**config.mk**
```make
export PLATFORM = sky130hd
export DESIGN_NAME = uart_cmd_rx_flat
export DESIGN_NICKNAME = d
export VERILOG_FILES = /design/src/rtl/uart_cmd_rx_if.sv /design/src/rtl/uart_cmd_rx.sv /design/src/flat_wrapper.sv
export SDC_FILE = /design/constraint.sdc
export NUM_CORES = 1
export LEC_CHECK = 0
export BUFFER_PORTS_ARGS = -buffer_cell sky130_fd_sc_hd__buf_2
export CORE_MARGIN = 8
export CORE_UTILIZATION = 35
export DETAILED_ROUTE_END_ITERATION = 7
export PLACE_DENSITY = 0.5
export SLEW_MARGIN = 10
export SYNTH_ARGS = -nofsm -noshare
export SYNTH_HDL_FRONTEND = slang
export SYNTH_SLANG_ARGS = --single-unit
export TNS_END_PERCENT = 20
```
**constraint.sdc**
```tcl
create_clock -name clk -period 3.1 [get_ports clk]
set_input_delay 0.62 -clock clk [delete_from_list [all_inputs] [get_ports clk]]
set_output_delay 0.62 -clock clk [all_outputs]
set_load 0.01 [all_outputs]
```
**src/rtl/uart_cmd_rx_if.sv**
```systemverilog
// Output bundle of the UART command receiver: received bytes, decoded
// commands and line status.
interface uart_cmd_rx_if;
  logic [7:0] rx_data;
  logic       rx_valid;
  logic       frame_err;
  logic [9:0] cmd_value;
  logic       cmd_valid;
  logic       cmd_err;
  logic       busy;

  modport master (
    output rx_data,
    output rx_valid,
    output frame_err,
    output cmd_value,
    output cmd_valid,
    output cmd_err,
    output busy
  );

  modport slave (
    input rx_data,
    input rx_valid,
    input frame_err,
    input cmd_value,
    input cmd_valid,
    input cmd_err,
    input busy
  );
endinterface

```
**src/rtl/uart_cmd_rx.sv**
```systemverilog
// UART 8N1 receiver with a line decoder that turns "ddd\n" / "ddd\r\n"
// commands into a binary value (0..999).
module uart_cmd_rx #(
  parameter int CLKS_PER_BIT = 625,
  parameter int MAX_DIGITS   = 3
) (
  input  logic          clk,
  input  logic          rst,
  input  logic          rx,
  uart_cmd_rx_if.master bus
);
  localparam int HALF  = CLKS_PER_BIT / 2;
  localparam int CNT_W = $clog2(CLKS_PER_BIT + 1);
  localparam int DIG_W = $clog2(MAX_DIGITS + 1);

  localparam logic [CNT_W-1:0] HALF_M1  = CNT_W'(HALF - 1);
  localparam logic [CNT_W-1:0] BIT_M1   = CNT_W'(CLKS_PER_BIT - 1);
  localparam logic [CNT_W-1:0] IDLE_CNT = CNT_W'(CLKS_PER_BIT);
  localparam logic [DIG_W-1:0] DIG_MAX  = DIG_W'(MAX_DIGITS);

  localparam logic [2:0] ST_WAIT_IDLE = 3'd0;
  localparam logic [2:0] ST_IDLE      = 3'd1;
  localparam logic [2:0] ST_START     = 3'd2;
  localparam logic [2:0] ST_DATA      = 3'd3;
  localparam logic [2:0] ST_STOP      = 3'd4;

  localparam logic [1:0] DEC_EMPTY    = 2'd0;
  localparam logic [1:0] DEC_DIGITS   = 2'd1;
  localparam logic [1:0] DEC_DISCARD  = 2'd2;

  // Input synchronizer; both stages reset to the idle level
  logic [1:0] sync_reg;
  logic       rx_s;

  always_ff @(posedge clk) begin
    if (rst) begin
      sync_reg <= 2'b11;
    end else begin
      sync_reg <= {sync_reg[0], rx};
    end
  end

  assign rx_s = sync_reg[1];

  // Receiver state
  logic [2:0]       rx_state_reg,  rx_state_next;
  logic [CNT_W-1:0] cnt_reg,       cnt_next;
  logic [2:0]       bit_idx_reg,   bit_idx_next;
  logic [7:0]       shreg_reg,     shreg_next;
  logic [7:0]       rx_data_reg,   rx_data_next;
  logic             rx_valid_reg,  rx_valid_next;
  logic             frame_err_reg, frame_err_next;

  always_comb begin
    rx_state_next  = rx_state_reg;
    cnt_next       = cnt_reg;
    bit_idx_next   = bit_idx_reg;
    shreg_next     = shreg_reg;
    rx_data_next   = rx_data_reg;
    rx_valid_next  = 1'b0;
    frame_err_next = 1'b0;

    case (rx_state_reg)
      ST_WAIT_IDLE: begin
        // A high run of exactly one bit period can be a data bit inside a
        // frame, so the line must still be high after a full bit period.
        if (!rx_s) begin
          cnt_next = '0;
        end else if (cnt_reg == IDLE_CNT) begin
          rx_state_next = ST_IDLE;
          cnt_next      = '0;
        end else begin
          cnt_next = cnt_reg + 1'b1;
        end
      end

      ST_IDLE: begin
        if (!rx_s) begin
          rx_state_next = ST_START;
          cnt_next      = '0;
        end
      end

      ST_START: begin
        if (cnt_reg == HALF_M1) begin
          cnt_next = '0;
          if (rx_s) begin
            rx_state_next = ST_IDLE;
          end else begin
            rx_state_next = ST_DATA;
            bit_idx_next  = '0;
          end
        end else begin
          cnt_next = cnt_reg + 1'b1;
        end
      end

      ST_DATA: begin
        if (cnt_reg == BIT_M1) begin
          cnt_next     = '0;
          shreg_next   = {rx_s, shreg_reg[7:1]};
          bit_idx_next = bit_idx_reg + 1'b1;
          if (bit_idx_reg == 3'd7) begin
            rx_state_next = ST_STOP;
          end
        end else begin
          cnt_next = cnt_reg + 1'b1;
        end
      end

      ST_STOP: begin
        // Sampling mid stop bit lets the next start edge be caught in IDLE
        if (cnt_reg == BIT_M1) begin
          cnt_next = '0;
          if (rx_s) begin
            rx_data_next  = shreg_reg;
            rx_valid_next = 1'b1;
            rx_state_next = ST_IDLE;
          end else begin
            frame_err_next = 1'b1;
            rx_state_next  = ST_WAIT_IDLE;
          end
        end else begin
          cnt_next = cnt_reg + 1'b1;
        end
      end

      default: begin
        rx_state_next = ST_WAIT_IDLE;
        cnt_next      = '0;
      end
    endcase
  end

  always_ff @(posedge clk) begin
    if (rst) begin
      rx_state_reg  <= ST_WAIT_IDLE;
      cnt_reg       <= '0;
      bit_idx_reg   <= '0;
      shreg_reg     <= '0;
      rx_data_reg   <= '0;
      rx_valid_reg  <= 1'b0;
      frame_err_reg <= 1'b0;
    end else begin
      rx_state_reg  <= rx_state_next;
      cnt_reg       <= cnt_next;
      bit_idx_reg   <= bit_idx_next;
      shreg_reg     <= shreg_next;
      rx_data_reg   <= rx_data_next;
      rx_valid_reg  <= rx_valid_next;
      frame_err_reg <= frame_err_next;
    end
  end

  // Command decoder, driven by the registered byte/error pulses
  logic [1:0]       dec_state_reg, dec_state_next;
  logic [9:0]       acc_reg,       acc_next;
  logic [DIG_W-1:0] dcnt_reg,      dcnt_next;
  logic [9:0]       cmd_value_reg, cmd_value_next;
  logic             cmd_valid_reg, cmd_valid_next;
  logic             cmd_err_reg,   cmd_err_next;
  logic             is_digit;
  logic             is_term;
  logic [9:0]       acc_mac;

  assign is_digit = (rx_data_reg >= 8'h30) && (rx_data_reg <= 8'h39);
  assign is_term  = (rx_data_reg == 8'h0A) || (rx_data_reg == 8'h0D);
  assign acc_mac  = acc_reg * 10'd10 + {6'd0, rx_data_reg[3:0]};

  always_comb begin
    dec_state_next = dec_state_reg;
    acc_next       = acc_reg;
    dcnt_next      = dcnt_reg;
    cmd_value_next = cmd_value_reg;
    cmd_valid_next = 1'b0;
    cmd_err_next   = 1'b0;

    if (frame_err_reg) begin
      if (dec_state_reg != DEC_DISCARD) begin
        cmd_err_next   = 1'b1;
        dec_state_next = DEC_DISCARD;
      end
    end else if (rx_valid_reg) begin
      case (dec_state_reg)
        DEC_EMPTY, DEC_DIGITS: begin
          if (is_digit) begin
            if (dcnt_reg == DIG_MAX) begin
              cmd_err_next   = 1'b1;
              dec_state_next = DEC_DISCARD;
            end else begin
              acc_next       = acc_mac;
              dcnt_next      = dcnt_reg + 1'b1;
              dec_state_next = DEC_DIGITS;
            end
          end else if (is_term) begin
            // A terminator with no digits (e.g. the LF of CRLF) is ignored
            if (dec_state_reg == DEC_DIGITS) begin
              cmd_value_next = acc_reg;
              cmd_valid_next = 1'b1;
              acc_next       = '0;
              dcnt_next      = '0;
              dec_state_next = DEC_EMPTY;
            end
          end else begin
            cmd_err_next   = 1'b1;
            dec_state_next = DEC_DISCARD;
          end
        end

        DEC_DISCARD: begin
          if (is_term) begin
            acc_next       = '0;
            dcnt_next      = '0;
            dec_state_next = DEC_EMPTY;
          end
        end

        default: begin
          acc_next       = '0;
          dcnt_next      = '0;
          dec_state_next = DEC_EMPTY;
        end
      endcase
    end
  end

  always_ff @(posedge clk) begin
    if (rst) begin
      dec_state_reg <= DEC_EMPTY;
      acc_reg       <= '0;
      dcnt_reg      <= '0;
      cmd_value_reg <= '0;
      cmd_valid_reg <= 1'b0;
      cmd_err_reg   <= 1'b0;
    end else begin
      dec_state_reg <= dec_state_next;
      acc_reg       <= acc_next;
      dcnt_reg      <= dcnt_next;
      cmd_value_reg <= cmd_value_next;
      cmd_valid_reg <= cmd_valid_next;
      cmd_err_reg   <= cmd_err_next;
    end
  end

  assign bus.rx_data   = rx_data_reg;
  assign bus.rx_valid  = rx_valid_reg;
  assign bus.frame_err = frame_err_reg;
  assign bus.cmd_value = cmd_value_reg;
  assign bus.cmd_valid = cmd_valid_reg;
  assign bus.cmd_err   = cmd_err_reg;
  assign bus.busy      = (rx_state_reg == ST_START) ||
                         (rx_state_reg == ST_DATA)  ||
                         (rx_state_reg == ST_STOP);
endmodule

```
**src/flat_wrapper.sv**
```systemverilog
// flat-port wrapper written by rule: the top's interface ports become plain ports
module uart_cmd_rx_flat 
#(
  parameter int CLKS_PER_BIT = 625,
  parameter int MAX_DIGITS   = 3
)
  (clk, rst, rx, bus_rx_data, bus_rx_valid, bus_frame_err, bus_cmd_value, bus_cmd_valid, bus_cmd_err, bus_busy);
  uart_cmd_rx_if bus_i ();
  input  logic clk;
  input  logic rst;
  input  logic rx;
  output wire logic [$bits(bus_i.rx_data)-1:0] bus_rx_data;
  output wire logic [$bits(bus_i.rx_valid)-1:0] bus_rx_valid;
  output wire logic [$bits(bus_i.frame_err)-1:0] bus_frame_err;
  output wire logic [$bits(bus_i.cmd_value)-1:0] bus_cmd_value;
  output wire logic [$bits(bus_i.cmd_valid)-1:0] bus_cmd_valid;
  output wire logic [$bits(bus_i.cmd_err)-1:0] bus_cmd_err;
  output wire logic [$bits(bus_i.busy)-1:0] bus_busy;
  assign bus_rx_data = bus_i.rx_data;
  assign bus_rx_valid = bus_i.rx_valid;
  assign bus_frame_err = bus_i.frame_err;
  assign bus_cmd_value = bus_i.cmd_value;
  assign bus_cmd_valid = bus_i.cmd_valid;
  assign bus_cmd_err = bus_i.cmd_err;
  assign bus_busy = bus_i.busy;
  uart_cmd_rx #(.CLKS_PER_BIT(CLKS_PER_BIT), .MAX_DIGITS(MAX_DIGITS)) u_core (.clk(clk), .rst(rst), .rx(rx), .bus(bus_i));
endmodule
```
After elaboration in Yosys (flattened, before gate mapping)
Cells that the tools add are included.
{"block": "totals", "register_bits": 62, "inputBits": 3, "word_cells": 125}
{"block": "classes", "addsub": 4, "n_mul": 1, "order_cmp": 2, "eq_ne": 29, "n_mux": 49, "bitwise": 7, "reduce_logical": 19}
{"cell": "two-way mux 10 bit", "count": 10}
{"cell": "one-hot mux 10 bit (4 select lines)", "count": 1}
{"cell": "two-way mux 3 bit", "count": 10}
{"cell": "two-way mux 2 bit", "count": 12}
{"cell": "equality test 10 bit (second input constant)", "count": 2}
{"cell": "one-hot mux 10 bit (2 select lines)", "count": 1}
{"cell": "equality test 8 x 4 -> 1 bit (second input constant)", "count": 2}
{"cell": "one-hot mux 3 bit (5 select lines)", "count": 1}
{"cell": "inequality test 2 x 1 -> 1 bit (second input constant)", "count": 7}
{"cell": "AND reduction 6 bit", "count": 2}
{"cell": "two-way mux 1 bit", "count": 11}
{"cell": "adder 10 x 1 -> 10 bit (second input constant)", "count": 1}
{"cell": "adder 10 x 4 -> 10 bit", "count": 1}
{"cell": "equality test 10 x 9 -> 1 bit (second input constant)", "count": 1}
{"cell": "multiplier 10 x 3 -> 9 bit (second input constant)", "count": 1}
{"cell": "inequality test 3 x 1 -> 1 bit (second input constant)", "count": 3}
{"cell": ">= comparator 8 x 6 -> 1 bit (second input constant)", "count": 1}
{"cell": "<= comparator 8 x 6 -> 1 bit (second input constant)", "count": 1}
{"cell": "inequality test 2 bit (second input constant)", "count": 4}
{"cell": "one-hot mux 2 bit (2 select lines)", "count": 2}
{"cell": "AND reduction 4 bit", "count": 2}
{"cell": "inverter 1 bit", "count": 7}
{"cell": "AND reduction 7 bit", "count": 1}
{"cell": "equality test 3 x 2 -> 1 bit (second input constant)", "count": 2}
{"cell": "19 further kinds", "count": 25}

Logic depth before layout (Yosys ltp)
{"block": "depth", "word_depth": 7, "mapped_depth": 9}

Worst setup path after synthesis
OpenSTA, ideal clock, no wires.
{"block": "synth_timing", "path_kind": "flip-flop to flip-flop", "start": "register u_core.acc_reg[1]", "end": "register u_core.acc_reg[9]", "arrival_time_ps": 2601, "required_ps": 3030, "slack_ps": 429, "stages_incl_launch_ff": 10, "path_buffers": 0, "period_less_slack_ps": 2671, "path_cell_list": "dfxtp_1 > ha_1 > ha_1 > fa_1 > a211oi_1 > o22ai_1 > nor4bb_1 > xnor3_1 > nand2b_1 > a21oi_1"}
{"block": "synth_between", "elab_chain_len": 5}
{"item": "from (decl)", "line_no": "uart_cmd_rx.sv:157", "source": "logic [9:0] acc_reg, acc_next;"}
{"item": "from (signal assigned)", "line_no": "uart_cmd_rx.sv:237", "source": "acc_reg <= acc_next;"}
{"item": "multiplier 10 x 3 -> 9 bit", "line_no": "uart_cmd_rx.sv:168", "source": "assign acc_mac = acc_reg * 10'd10 + {6'd0, rx_data_reg[3:0]};"}
{"item": "adder 10 x 4 -> 10 bit", "line_no": "uart_cmd_rx.sv:168"}
{"item": "two-way mux 10 bit", "line_no": "uart_cmd_rx.sv:187", "source": "if (dcnt_reg == DIG_MAX) begin"}
{"item": "two-way mux 10 bit", "line_no": "uart_cmd_rx.sv:186", "source": "if (is_digit) begin"}
{"item": "one-hot mux 10 bit (2 select lines)", "line_no": "uart_cmd_rx.sv:184", "source": "case (dec_state_reg)"}
Every way passes these cells. The select of a mux whose other input is x is not followed.
A chain may end at the register's enable or synchronous reset.

Worst setup path in the final report
Ends and elaborated chain as after synthesis.

==> run_results.csv <==
group,metric,value,unit
logic_synthesis,synth_cell_type_count,50,
timing,fin_crit,2.90,ns
min_path,hold_path_class,"register to register",
route,drc,0,
layout,area_growth,13.5,%
power,p_sw_share,23.8,%
timing,rsz0062_at_grt,"no",
setup_path,critPathCaptureType,"register",
setup_path,critPathBufInv,0,
layout,antenna_cells,0,
place,dp_hpwl,4.96,mm
logic_synthesis,yosysTopAreaCellShare,39.2,%
logic_synthesis,ys_top_cells_by_area,"dfxtp_1 (39%), mux2i_1 (9.2%), ha_1 (7.9%)",
logic_synthesis,syn-cell-area,0.00316,mm²
place,place_inst,474,
logic_synthesis,syn-num-nets,379,
clock_network,clk_latency,0.34,ns
route,routed_wirelength,6.96,mm
min_path,min_to,"u_core.sync_reg[1]",
logic_synthesis,async_flop_share,0,%
route,wl_per_cell,14.2,µm
setup_path,arrival,3.18,ns
global_routing,grt_usage,11.4,%
logic_synthesis,synth_common_cells,"dfxtp_1 (62), nor2_1 (47), nand2_1 (34), mux2i_1 (29), a21oi_1 (27)",
floorplanning,core_area,0.00876,mm²
route,ant_nets,0,
logic_synthesis,synth_most_common_cell,"dfxtp_1",
layout,final_layout_size_suffix_gt1_share,15.2,%
clock_network,numCtsBuffers,9,
power,power.total,1.55,mW
power,power_leakage,1.41,nW
timing,finalSetupViolCount,0,
setup_path,crit_slowest_cell,"fa_1",
timing,holdWs,0.411,ns
setup_path,rr_startpoint,"u_core.acc_reg[1]",
floorplanning,fp.dieH,111,µm
run,drv_cap,0,
setup_path,cpMostUsedCell,"ha_1",
logic_synthesis,synth-seq-cells,62,
setup_path,r2r-end,"u_core.acc_reg[9]",
setup_path,crit_family,"adder cells",
floorplanning,initial_core_util,36.1,%
setup_path,path_class,"register to register",
layout,design_area,0.00359,mm²
logic_synthesis,synth_edf_count,0,
setup_path,crit_path_cell_trace,"ha_1 -> ha_1 -> fa_1 -> a211oi_2 -> o22ai_1 -> nor4bb_1 -> xnor3_1 -> nand2b_1 -> a21oi_1",
clock_network,cts_root_buf,"clkbuf_8",
setup_path,rr_worst_depth,9,
timing,slew_violations,0,
timing,worst_pin_slew,0.970,ns
logic_synthesis,yosys.area.top_type,"dfxtp_1",
clock_network,cts_tree,"yes",
setup_path,critPathRequiredTime,3.38,ns
floorplanning,dieArea,0.0123,mm²
power,p_int,1.18,mW
global_routing,antenna_found_initial,0,
timing,fin_setup_tns,0,ns
setup_path,path_max_fanout,5,
route,drtIter0Drc,75,
floorplanning,fp.dieW,111,µm
floorplanning,io_pins,26,
logic_synthesis,seq_area_frac_synth,39.2,%
run_status,status,"finished clean",
power,pwr-share-clk,45.5,%
power,power_frac_seq,52.1,%
clock_network,cts.sinks,62,
power,p_per_area,431,mW/mm²
setup_path,worstSetupStartpointType,"register",
timing,slew_headroom,35.3,%
clock_network,hold_buffers,0,
logic_synthesis,ys_warn_count,0,
timing,hold_violations,0,
layout,final_nets,402,
min_path,holdCritStartpoint,"u_core.sync_reg[0]",
global_routing,grt_max_degree,35,
global_routing,grt_pass1_wl,11.8,mm
timing,fmax,344,MHz
logic_synthesis,yosys_most_used_dff,"dfxtp_1",
setup_path,max_stage_delay,0.45,ns
global_routing,grt_pass1_vias,2478,
timing,post-route-period-util,93.6,%
logic_synthesis,syn_inst,354,
clock_network,clockBufferDepth,2,
timing,finClkSkew,0.0101,ns
power,p_switching,0.368,mW
setup_path,rrSetupSlack,0.20,ns
place,gp_congestion,0.765,
clock_network,path_clk_slew,0.08,ns
layout,layoutNonFillerInstCount,490,
route,firstDrtPassIters,4,
power,combPwrFrac,2.5,%
route,viasPerCell,5.11,
place,dpl_cell_area,0.00339,mm²
route,vias,2505,
clock_network,h-tree-depth,3,
logic_synthesis,avgSynthCellArea,8.94,µm²
floorplanning,num_rows,34,
global_routing,gr-total-overflow,0,
min_path,holdPathStages,1,
place,portBuffers,25,
power,ir_worst_vdd,0.000181,V
[metrics by stage]
step	util, %	worst slack (ns)
3_5_place_dp	38.7	0.119
6_report	41.0	0.197
3_3_place_gp	38.7	0.255
5_1_grt	41.0	0.0294
2_1_floorplan	-	0.429
4_1_cts	40.8	0.0984
[worst max path at each step]
stage,cells past startpoint,start,slack [ns],to
final,9,u_core.acc_reg[1],0.20,u_core.acc_reg[9]
after global routing,9,u_core.acc_reg[1],0.03,u_core.acc_reg[9]
after CTS,9,u_core.acc_reg[1],0.1,u_core.acc_reg[9]
after detailed placement,9,u_core.acc_reg[1],0.12,u_core.acc_reg[9]
after global placement,9,u_core.acc_reg[1],0.25,u_core.acc_reg[9]
after floorplan,9,u_core.acc_reg[1],0.43,u_core.acc_reg[9]
[routing by layer]
layer,vias up,wire (µm),track usage (%)
li1,1294,-,-
met1,1170,3530,14.2
met2,29,3070,17.8
met3,12,229,3.52
met4,0,127,4.62
met5,-,0,0
[logic make-up (layout without fill, tap and decap cells)]
kind of cell / after synthesis / in the layout / share of synthesized area [%]
multiplexers: 29 / 29 / 9.17
XOR/XNOR: 12 / 12 / 3.76
adder cells (fa/ha/maj): 22 / 22 / 9.17
buffers and inverters: 25 / 53 / 3.08
flip-flops: 62 / 62 / 39.2
AND/OR/NAND/NOR: 139 / 139 / 21.5
AO/OA/AOI/OAI: 65 / 65 / 14.1
[repair_timing]
item / CTS / global route
setup endpoints to repair: 0 / 1
setup buffers: 0 / 0
gates resized for setup: 0 / 2
[layout by cell type, fill, tap and decap left out, types with 7 or more instances in the layout]
cell type  instances
inv_1              9
nand3_1           12
mux2i_1           29
nand2_1           34
a21oi_1           27
nor2_1            47
ha_1              20
buf_2             25
o21ai_0            7
dfxtp_1           62
clkbuf_8           9
[cell type report]
class | instances | area [µm²]
Fill cell | 918 | 5170
Multi-Input combinational cell | 267 | 1840
Sequential cell | 62 | 1240
Timing Repair Buffer | 28 | 148
Tap cell | 108 | 135
Clock buffer | 10 | 128
Clock inverter | 6 | 62.6
Inverter | 9 | 33.8
[power by group through the flow]
stage | Combinational [mW] | Clock, mW | Sequential [mW]
floorplan | 0.0308 | 0 | 0.822
global placement | 0.0384 | 0 | 0.824
detailed placement | 0.0387 | 0 | 0.824
CTS | 0.0389 | 0.729 | 0.806
global route | 0.0437 | 0.756 | 0.807
finish | 0.0387 | 0.704 | 0.806
(Power assumes the default switching activity.)
